**src/rtl/acc_seq_pkg.sv**
```systemverilog
`default_nettype none
// ============================================================================
//  Module      : acc_seq_pkg
//  Description : Shared types and constants for the accumulate sequencer:
//                command opcodes, FSM states and saturation limits.
//  Revision    : 1.0  initial release
// ============================================================================
package acc_seq_pkg;

    // Command opcodes as they appear on cmd_op
    typedef enum logic [1:0] {
        OP_ADD  = 2'b00,
        OP_SUB  = 2'b01,
        OP_LOAD = 2'b10,
        OP_CLR  = 2'b11
    } op_e;

    // Sequencer states
    typedef enum logic [1:0] {
        IDLE = 2'b00,
        RUN  = 2'b01,
        DONE = 2'b10
    } state_e;

    // Signed saturation limits for an 8-bit accumulator
    localparam logic [7:0] SAT_POS = 8'h7F;
    localparam logic [7:0] SAT_NEG = 8'h80;

    // True when the op streams operands through the datapath
    function automatic logic op_has_operands(input op_e op);
        return (op != OP_CLR);
    endfunction

endpackage
`default_nettype wire

```
**src/rtl/as8b.sv**
```systemverilog
`default_nettype none
// ============================================================================
//  Module      : as8b
//  Description : 8-bit combinational adder with carry-in, carry-out and
//                two's-complement overflow flag. Subtraction is done by the
//                caller presenting ~B with carry-in set.
//  Ports       : i_a, i_b   8-bit operands
//                i_cin      carry-in
//                o_sum      8-bit sum
//                o_cout     carry-out of bit 7
//                o_v_flag   signed overflow (operands same sign, sum differs)
//  Revision    : 1.0  initial release
// ============================================================================
module as8b (
    input  logic [7:0] i_a,
    input  logic [7:0] i_b,
    input  logic       i_cin,
    output logic [7:0] o_sum,
    output logic       o_cout,
    output logic       o_v_flag
);

    logic [8:0] w_full;

    assign w_full   = {1'b0, i_a} + {1'b0, i_b} + {8'b0, i_cin};
    assign o_sum    = w_full[7:0];
    assign o_cout   = w_full[8];
    assign o_v_flag = (i_a[7] == i_b[7]) && (w_full[7] != i_a[7]);

endmodule
`default_nettype wire

```
**src/rtl/acc_seq_ctrl.sv**
```systemverilog
`default_nettype none
// ============================================================================
//  Module      : acc_seq_ctrl
//  Description : Command-driven sequencer for the 8-bit accumulate datapath.
//                Accepts one ADD/SUB/LOAD/CLR command with an operand count,
//                streams that many operands through one as8b adder, and
//                pulses done for one cycle on completion.
//  Ports       : clk_sys, rst_sys     clock / synchronous active-high reset
//                cmd_valid/cmd_ready  command handshake (cmd_op, cmd_cnt)
//                opd_valid/opd_ready  operand handshake (opd_data)
//                data_out             accumulator value
//                c_o                  carry-out of last executed step
//                overf                sticky overflow over current command
//                busy, done           status (done = one-cycle pulse)
//  Parameters  : WIDTH (only 8 legal), CNT_W, SAT_EN (1 = signed saturation)
//  Revision    : 1.0  initial release
// ============================================================================
module acc_seq_ctrl
    import acc_seq_pkg::*;
#(
    parameter int WIDTH  = 8,
    parameter int CNT_W  = 4,
    parameter int SAT_EN = 0
) (
    input  logic             clk_sys,
    input  logic             rst_sys,
    input  logic             cmd_valid,
    output logic             cmd_ready,
    input  logic [1:0]       cmd_op,
    input  logic [CNT_W-1:0] cmd_cnt,
    input  logic             opd_valid,
    output logic             opd_ready,
    input  logic [WIDTH-1:0] opd_data,
    output logic [WIDTH-1:0] data_out,
    output logic             c_o,
    output logic             overf,
    output logic             busy,
    output logic             done
);

    // ------------------------------------------------------------------
    // Registers
    // ------------------------------------------------------------------
    state_e           r_state;
    op_e              r_op;
    logic [CNT_W-1:0] r_rem;
    logic [WIDTH-1:0] r_acc;
    logic             r_c;
    logic             r_ovf;

    // ------------------------------------------------------------------
    // Combinational signals
    // ------------------------------------------------------------------
    state_e           w_state_nxt;
    op_e              w_cmd_op;
    logic             w_cmd_acc;
    logic             w_opd_acc;
    logic             w_is_sub;
    logic [WIDTH-1:0] w_b;
    logic [WIDTH-1:0] w_sum;
    logic             w_cout;
    logic             w_v;
    logic [WIDTH-1:0] w_step_acc;

    assign w_cmd_op  = op_e'(cmd_op);
    assign w_cmd_acc = cmd_valid && cmd_ready;
    assign w_opd_acc = opd_valid && opd_ready;

    // ------------------------------------------------------------------
    // Adder: subtraction as A + ~B + 1 so c_o reads 1 when no borrow
    // ------------------------------------------------------------------
    assign w_is_sub = (r_op == OP_SUB);
    assign w_b      = w_is_sub ? ~opd_data : opd_data;

    as8b u_as8b (
        .i_a      (r_acc),
        .i_b      (w_b),
        .i_cin    (w_is_sub),
        .o_sum    (w_sum),
        .o_cout   (w_cout),
        .o_v_flag (w_v)
    );

    // Overflow direction follows the sign of the accumulator operand:
    // a positive A can only overflow upward, a negative A downward.
    always_comb begin
        w_step_acc = w_sum;
        if ((SAT_EN != 0) && w_v) begin
            w_step_acc = r_acc[WIDTH-1] ? SAT_NEG : SAT_POS;
        end
    end

    // ------------------------------------------------------------------
    // FSM: next state and handshake outputs
    // ------------------------------------------------------------------
    always_comb begin
        w_state_nxt = r_state;
        cmd_ready   = 1'b0;
        opd_ready   = 1'b0;
        case (r_state)
            IDLE: begin
                cmd_ready = 1'b1;
                if (cmd_valid) begin
                    if (!op_has_operands(w_cmd_op) || (cmd_cnt == '0)) begin
                        w_state_nxt = DONE;
                    end else begin
                        w_state_nxt = RUN;
                    end
                end
            end
            RUN: begin
                opd_ready = 1'b1;
                // A zero remaining count can only be reached on the last
                // handshake; the second term keeps RUN from ever stalling.
                if ((opd_valid && (r_rem == CNT_W'(1))) || (r_rem == '0)) begin
                    w_state_nxt = DONE;
                end
            end
            DONE: begin
                w_state_nxt = IDLE;
            end
            default: begin
                w_state_nxt = IDLE;
            end
        endcase
    end

    always_ff @(posedge clk_sys) begin
        if (rst_sys) begin
            r_state <= IDLE;
        end else begin
            r_state <= w_state_nxt;
        end
    end

    // ------------------------------------------------------------------
    // Datapath registers
    // ------------------------------------------------------------------
    always_ff @(posedge clk_sys) begin
        if (rst_sys) begin
            r_op  <= OP_ADD;
            r_rem <= '0;
            r_acc <= '0;
            r_c   <= 1'b0;
            r_ovf <= 1'b0;
        end else if (w_cmd_acc) begin
            r_op  <= w_cmd_op;
            r_rem <= cmd_cnt;
            r_c   <= 1'b0;
            r_ovf <= 1'b0;
            if (w_cmd_op == OP_CLR) begin
                r_acc <= '0;
            end
        end else if (w_opd_acc) begin
            if (r_rem != '0) begin
                r_rem <= r_rem - CNT_W'(1);
            end
            case (r_op)
                OP_LOAD: begin
                    r_acc <= opd_data;
                end
                OP_ADD, OP_SUB: begin
                    r_acc <= w_step_acc;
                    r_c   <= w_cout;
                    r_ovf <= r_ovf | w_v;
                end
                default: begin
                    r_acc <= r_acc;
                end
            endcase
        end
    end

    // ------------------------------------------------------------------
    // Outputs
    // ------------------------------------------------------------------
    assign data_out = r_acc;
    assign c_o      = r_c;
    assign overf    = r_ovf;
    assign busy     = (r_state != IDLE);
    assign done     = (r_state == DONE);

endmodule
`default_nettype wire

```
**config.mk**
```make
export PLATFORM = sky130hd
export DESIGN_NAME = acc_seq_ctrl
export DESIGN_NICKNAME = d
export VERILOG_FILES = /design/src/rtl/acc_seq_pkg.sv /design/src/rtl/as8b.sv /design/src/rtl/acc_seq_ctrl.sv
export SDC_FILE = /design/constraint.sdc
export NUM_CORES = 1
export LEC_CHECK = 0
export ABC_AREA = 1
export BUFFER_PORTS_ARGS = -buffer_cell sky130_fd_sc_hd__buf_2
export CORE_UTILIZATION = 30
export CTS_CLUSTER_DIAMETER = 80
export DETAILED_ROUTE_END_ITERATION = 6
export PLACE_DENSITY_LB_ADDON = 0.15
export SETUP_SLACK_MARGIN = 0.2
export SLEW_MARGIN = 20
export SYNTH_ARGS = -nofsm -noshare
export SYNTH_HDL_FRONTEND = slang
export SYNTH_HIERARCHICAL = 1
export SYNTH_SLANG_ARGS = --single-unit
```
**constraint.sdc**
```tcl
create_clock -name clk_sys -period 2.45 [get_ports clk_sys]
set_clock_uncertainty 0.15 [all_clocks]
set_input_delay 0.245 -clock clk_sys [delete_from_list [all_inputs] [get_ports clk_sys]]
set_output_delay 0.245 -clock clk_sys [all_outputs]
set_load 0.02 [all_outputs]
```
After elaboration in Yosys (flattened, before gate mapping):

Index checks and enable logic that the tools add are counted.

* add/subtract/negate cells: 3
* eq/ne operators: 12
* muxes and demuxes: 14
* bitwise gates (word level): 2
* reduce and logical (&&, ||, !) cells: 22

Operators with widths (count)
* two-way mux 8 bit: 4
* case mux 8 bit (2 select lines): 1
* two-way mux 4 bit: 3
* adder 8 x 8 -> 9 bit: 1
* adder 9 x 1 -> 9 bit: 1
* zero test 4 bit: 2
* NOT 8 bit: 1
* == test 2 bit (second input constant): 3
* two-way mux 2 bit: 3
* != test 2 bit (second input constant): 3
* AND reduction 2 bit: 3
* nonzero test 2 bit: 3
* == test 2 x 1 -> 1 bit (second input constant): 2
* == test 4 x 1 -> 1 bit (second input constant): 1
* logical AND 1 bit: 4
* zero test 2 bit: 2
* case mux 2 bit (2 select lines): 1
* nonzero test 4 bit: 1
* OR reduction 2 bit: 2
* subtractor 4 x 1 -> 4 bit (second input constant): 1
* AND reduction 3 bit: 1
* nonzero test 3 bit: 1
* logical OR 1 bit: 2
* two-way mux 1 bit: 2
* 5 further kinds: 5

* flip-flop bits (word level): 18
* input port bits: 18
* output and inout port bits: 14
* logic and storage cells: 59

Depth between registers and ports, before layout:

* word-level depth: 7
* depth in mapped cells: 14
* depth with buffers taken out: 14

Cells and area by module:

Netlist, hierarchy kept.

By module, submodules not included
* acc_seq_ctrl: times used 1, cells an instance 183, area each 1224.9 um^2, sequential area each 360.3 um^2
* as8b: times used 1, cells an instance 58, area each 386.6 um^2, sequential area each 0.0 um^2

Least setup slack after synthesis:

No wires, ideal clock.

* kind: reg2reg
* start point: reg r_op[1]
* end point: reg r_acc[6] (netlist: data_out[6])
* library setup time: 114 ps
* arrival: 2221 ps
* required time: 2186 ps
* setup slack: -35 ps
* cell stages (with the launch flop): 15
* path buffers: 0
* clock period less this slack: 2485 ps
* path through: dfxtp_1 inv_2 nand2_2 xnor2_1 fa_1 fa_1 nand3_1 nand2_1 nand2_1 a21o_1 nand2_1 nand2_1 nand2_1 nand4_1 nand2_1

* word-level cells in the longest chain between the ends: 7
* elaborated cells on any way between the ends: 12
* those cells by class: 2 x add/sub; 2 x eq/ne; 4 x mux; 4 x reduce/logical

RTL lines
* from (decl): RTL line acc_seq_ctrl.sv:45 `op_e r_op;`
* from (signal assigned): RTL line acc_seq_ctrl.sv:147 `r_op <= w_cmd_op;`
* == test 2 x 1 -> 1 bit: RTL line acc_seq_ctrl.sv:72 `assign w_is_sub = (r_op == OP_SUB);`
* two-way mux 8 bit: RTL line acc_seq_ctrl.sv:73 `assign w_b = w_is_sub ? ~opd_data : opd_data;`
* named net w_b[0]: RTL line acc_seq_ctrl.sv:59 `logic [WIDTH-1:0] w_b;`
* adder 8 x 8 -> 9 bit: RTL line as8b.sv:25 `assign w_full = {1'b0, i_a} + {1'b0, i_b} + {8'b0, i_cin};`
* adder 9 x 1 -> 9 bit: RTL line as8b.sv:25
* named net w_step_acc[6]: RTL line acc_seq_ctrl.sv:63 `logic [WIDTH-1:0] w_step_acc;`
* case mux 8 bit (2 select lines): RTL line acc_seq_ctrl.sv:158 `case (r_op)`
* two-way mux 8 bit: RTL line acc_seq_ctrl.sv:154 `end else if (w_opd_acc) begin`
* two-way mux 8 bit: RTL line acc_seq_ctrl.sv:146 `end else if (w_cmd_acc) begin`
* to (signal assigned): RTL line acc_seq_ctrl.sv:160 `r_acc <= opd_data;`
* to (signal assigned): RTL line acc_seq_ctrl.sv:163 `r_acc <= w_step_acc;`
* to (signal assigned): RTL line acc_seq_ctrl.sv:168 `r_acc <= r_acc;`
* to (decl): RTL line acc_seq_ctrl.sv:47 `logic [WIDTH-1:0] r_acc;`

The timed path passes the listed nets, and every way through them passes these cells. The select of a mux whose other input is x is not followed.
A chain may end at the register's enable or synchronous reset.

Worst setup path in the final report:

* start point: reg r_op[1]
* end point: reg r_acc[7] (netlist: data_out[7])

Same word-level chain as after synthesis.

==> run metrics <==
vias in the first global route 1418; clock root cell clkbuf_8; Finished Layout Cells 348; post-route ant nets 0; internal power 0.000705 W; Max Clk Rate 452 MHz; post-synthesis sequential area ratio 22.4%; Starting Density 31.4%; CTS tree built; Synth area leader dfxtp_1; drt wl/cell 11.4 microns; power per cell area 601 nW/um^2; uppermost layer routed met4; min cycle time layout 2210 ps; Critical Path Sink Type flop; Pleak 1.03 nW; PortBufs 31; # IOs 32; setup violators final 0; met3 wire len 89 microns; period utilization 90.4%; Max Cap Viol 0; CP startpoint kind flop; Clk pwr share 21.5%; die area 5670 sq um; CTS max path bufs 2; # nets final 308; CP arrival 2230 ps; Pre-antenna DRT Iters 4; top cells by area, synth dfxtp_1 (22%), nand2_1 (19%), ha_1 (7.0%); CTS Sinks 18; Slew @ Worst Pin 465 ps; vias 1536; Placed Area 1880 sq um; hpwl dp 2.90 mm; synth unique cells 32; Netlist Area Pre-Place 1610 sq um; Seq pwr share 29.9%; Max Fanout on Critical Path 7; final wirelength 3.95 mm; WL met1 2.06 mm; hold_ws 101 ps; Psw 0.000508 W; Yosys reg bits 18; worst skew pair latency 260 ps; Core Area 5140 sq um; switching share of total power 41.9%; DIE HEIGHT 75.3 microns; Worst EP required 2470 ps; drt drc 0; Place WS 170 ps; fin area 2020 sq um; clock transition at the registers of the reported paths 80 ps; mean post-synth cell area 6.69 sq um; n_diodes 0; Synth Instances 241; largest net degree at the start of global routing 17; Yosys top cell area share 22.4%; Final GP Congestion 0.782; DR vias/cell 4.41; Die Span X 75.3 microns; DR WL met2 1.77 mm; placed cell count 341; Hold Crit Class input port to flop; first-pass GRT wire length 6.74 mm; GR Overflow Total 0; setup slack after layout 236 ps; Fin Setup TNS 0 ps; share of cells above drive strength 1 29.9%; peak supply drop 0.226 mV; gr usage total 15.7%; Area Overhead vs Synth 25.4%; outcome complete, no violations; CP Class flop to flop; warnings from Yosys 6; FILL cells 579; Hold Fails Final Rpt 0; most common cell after layout, fill and taps aside nand2_1; total nets after synthesis 270; max-slew violations 0; floorplan row count 26; clock buffer count from CTS 3; Initial DRC Count 60; most frequent cells in the layout nand2_1 (81), buf_2 (31), inv_1 (26); RSZ-0062 raised after global routing yes; initial antenna violation count 0; combinational power share 48.6%; flop2flop setup slack 240 ps; H-tree lvl count 1; Rel. slew slack 69.0%
==> power groups by stage <==
stage / logic, W / clock network (W) / registers [W]
2_1_floorplan: 0.000407 / 0 / 0.000389
3_3_place_gp: 0.000556 / 0 / 0.000371
3_5_place_dp: 0.000551 / 0 / 0.000371
4_1_cts: 0.000568 / 0.000271 / 0.000364
5_1_grt: 0.000670 / 0.000277 / 0.000370
6_report: 0.000590 / 0.000261 / 0.000363
==> state kept, by name, indices dropped and copies added (netlist names) <==
| name | flops |
|---|---|
| data_out | 8 |
| r_rem | 4 |
| r_op | 2 |
| r_state | 2 |
| c_o | 1 |
| overf | 1 |
==> worst paths after layout <==
| path | startpoint | end | cells after the start |
|---|---|---|---|
| setup reg to reg | r_op[1]$_SDFFE_PP0N_ | data_out[7]$_SDFFE_PP0P_ | 14 |
| setup / recovery | r_op[1]$_SDFFE_PP0N_ | data_out[7]$_SDFFE_PP0P_ | 14 |
| hold / removal | cmd_op[0] | r_op[0]$_SDFFE_PP0N_ | 3 |
| hold reg to reg | overf$_SDFFE_PP0P_ | overf$_SDFFE_PP0P_ | 2 |
==> worst max-delay path, cell delays in order, from the launching register on <==
cell	delay, ps
dfxtp_4	360
inv_6	60
nand2_8	60
buf_4	190
xnor2_2	150
ha_2	330
nand2_1	70
nand2_1	80
a21oi_2	200
nand2_2	80
xor2_2	140
nand2_1	70
nand2_1	40
nand4_1	70
nand2_1	50
==> per-layer routing <==
metal / global-route usage (%) / up-vias
li1: - / 837
met4: 3.91 / 0
met3: 2.38 / 4
met5: 0 / -
met1: 22.9 / 676
met2: 24.3 / 19
==> through the flow <==
step / power [W] / util, %
final: 0.00121 / 39.3
after CTS: 0.00120 / 38.3
after global placement: 0.000927 / 36.7
after global routing: 0.00132 / 39.3
after floorplan: 0.000796 / -
after detailed placement: 0.000922 / 36.7
==> layout make-up <==
type / count / area [sq um] / area share [%]
Clock buffer: 4 / 55.1 / 2.72
Inverter: 31 / 126 / 6.25
Multi-Input combinational cell: 188 / 1180 / 58.6
Sequential cell: 18 / 368 / 18.2
Tap cell: 70 / 87.6 / 4.33
Timing Repair Buffer: 37 / 200 / 9.91
==> cell usage after synthesis, drive strengths merged <==
master and instances:
xnor2 9, ha 9, a21o 1, nand2 91, nand4 10, nor2 22, nand3 20, o21ai 2
clkinv 1, dfxtp 18, a21boi 1, nand3b 2, or2 1, inv 30, a21oi 14, xor2 3
buf 4, fa 2, nor3 1
==> repair_timing <==
action	4_1_cts	5_1_grt
setup buffers	1	2
resized for setup	5	7
setup endpoints to repair	2	8
pin swaps	7	10
hold buffers	0	0
==> logic make-up (layout without fill, tap and decap cells) <==
kind of cell    count (synthesis)  after routing  share of synthesized area [%]
simple gates                  147            147                           44.6
buf+inv                        35             72                           9.32
flops                          18             18                           22.4
xor+xnor                       12             12                           6.99
fa+ha+maj                      11             11                           9.47
compound gates                 18             18                           7.30
Note: power is estimated with default switching activity, not from simulation.
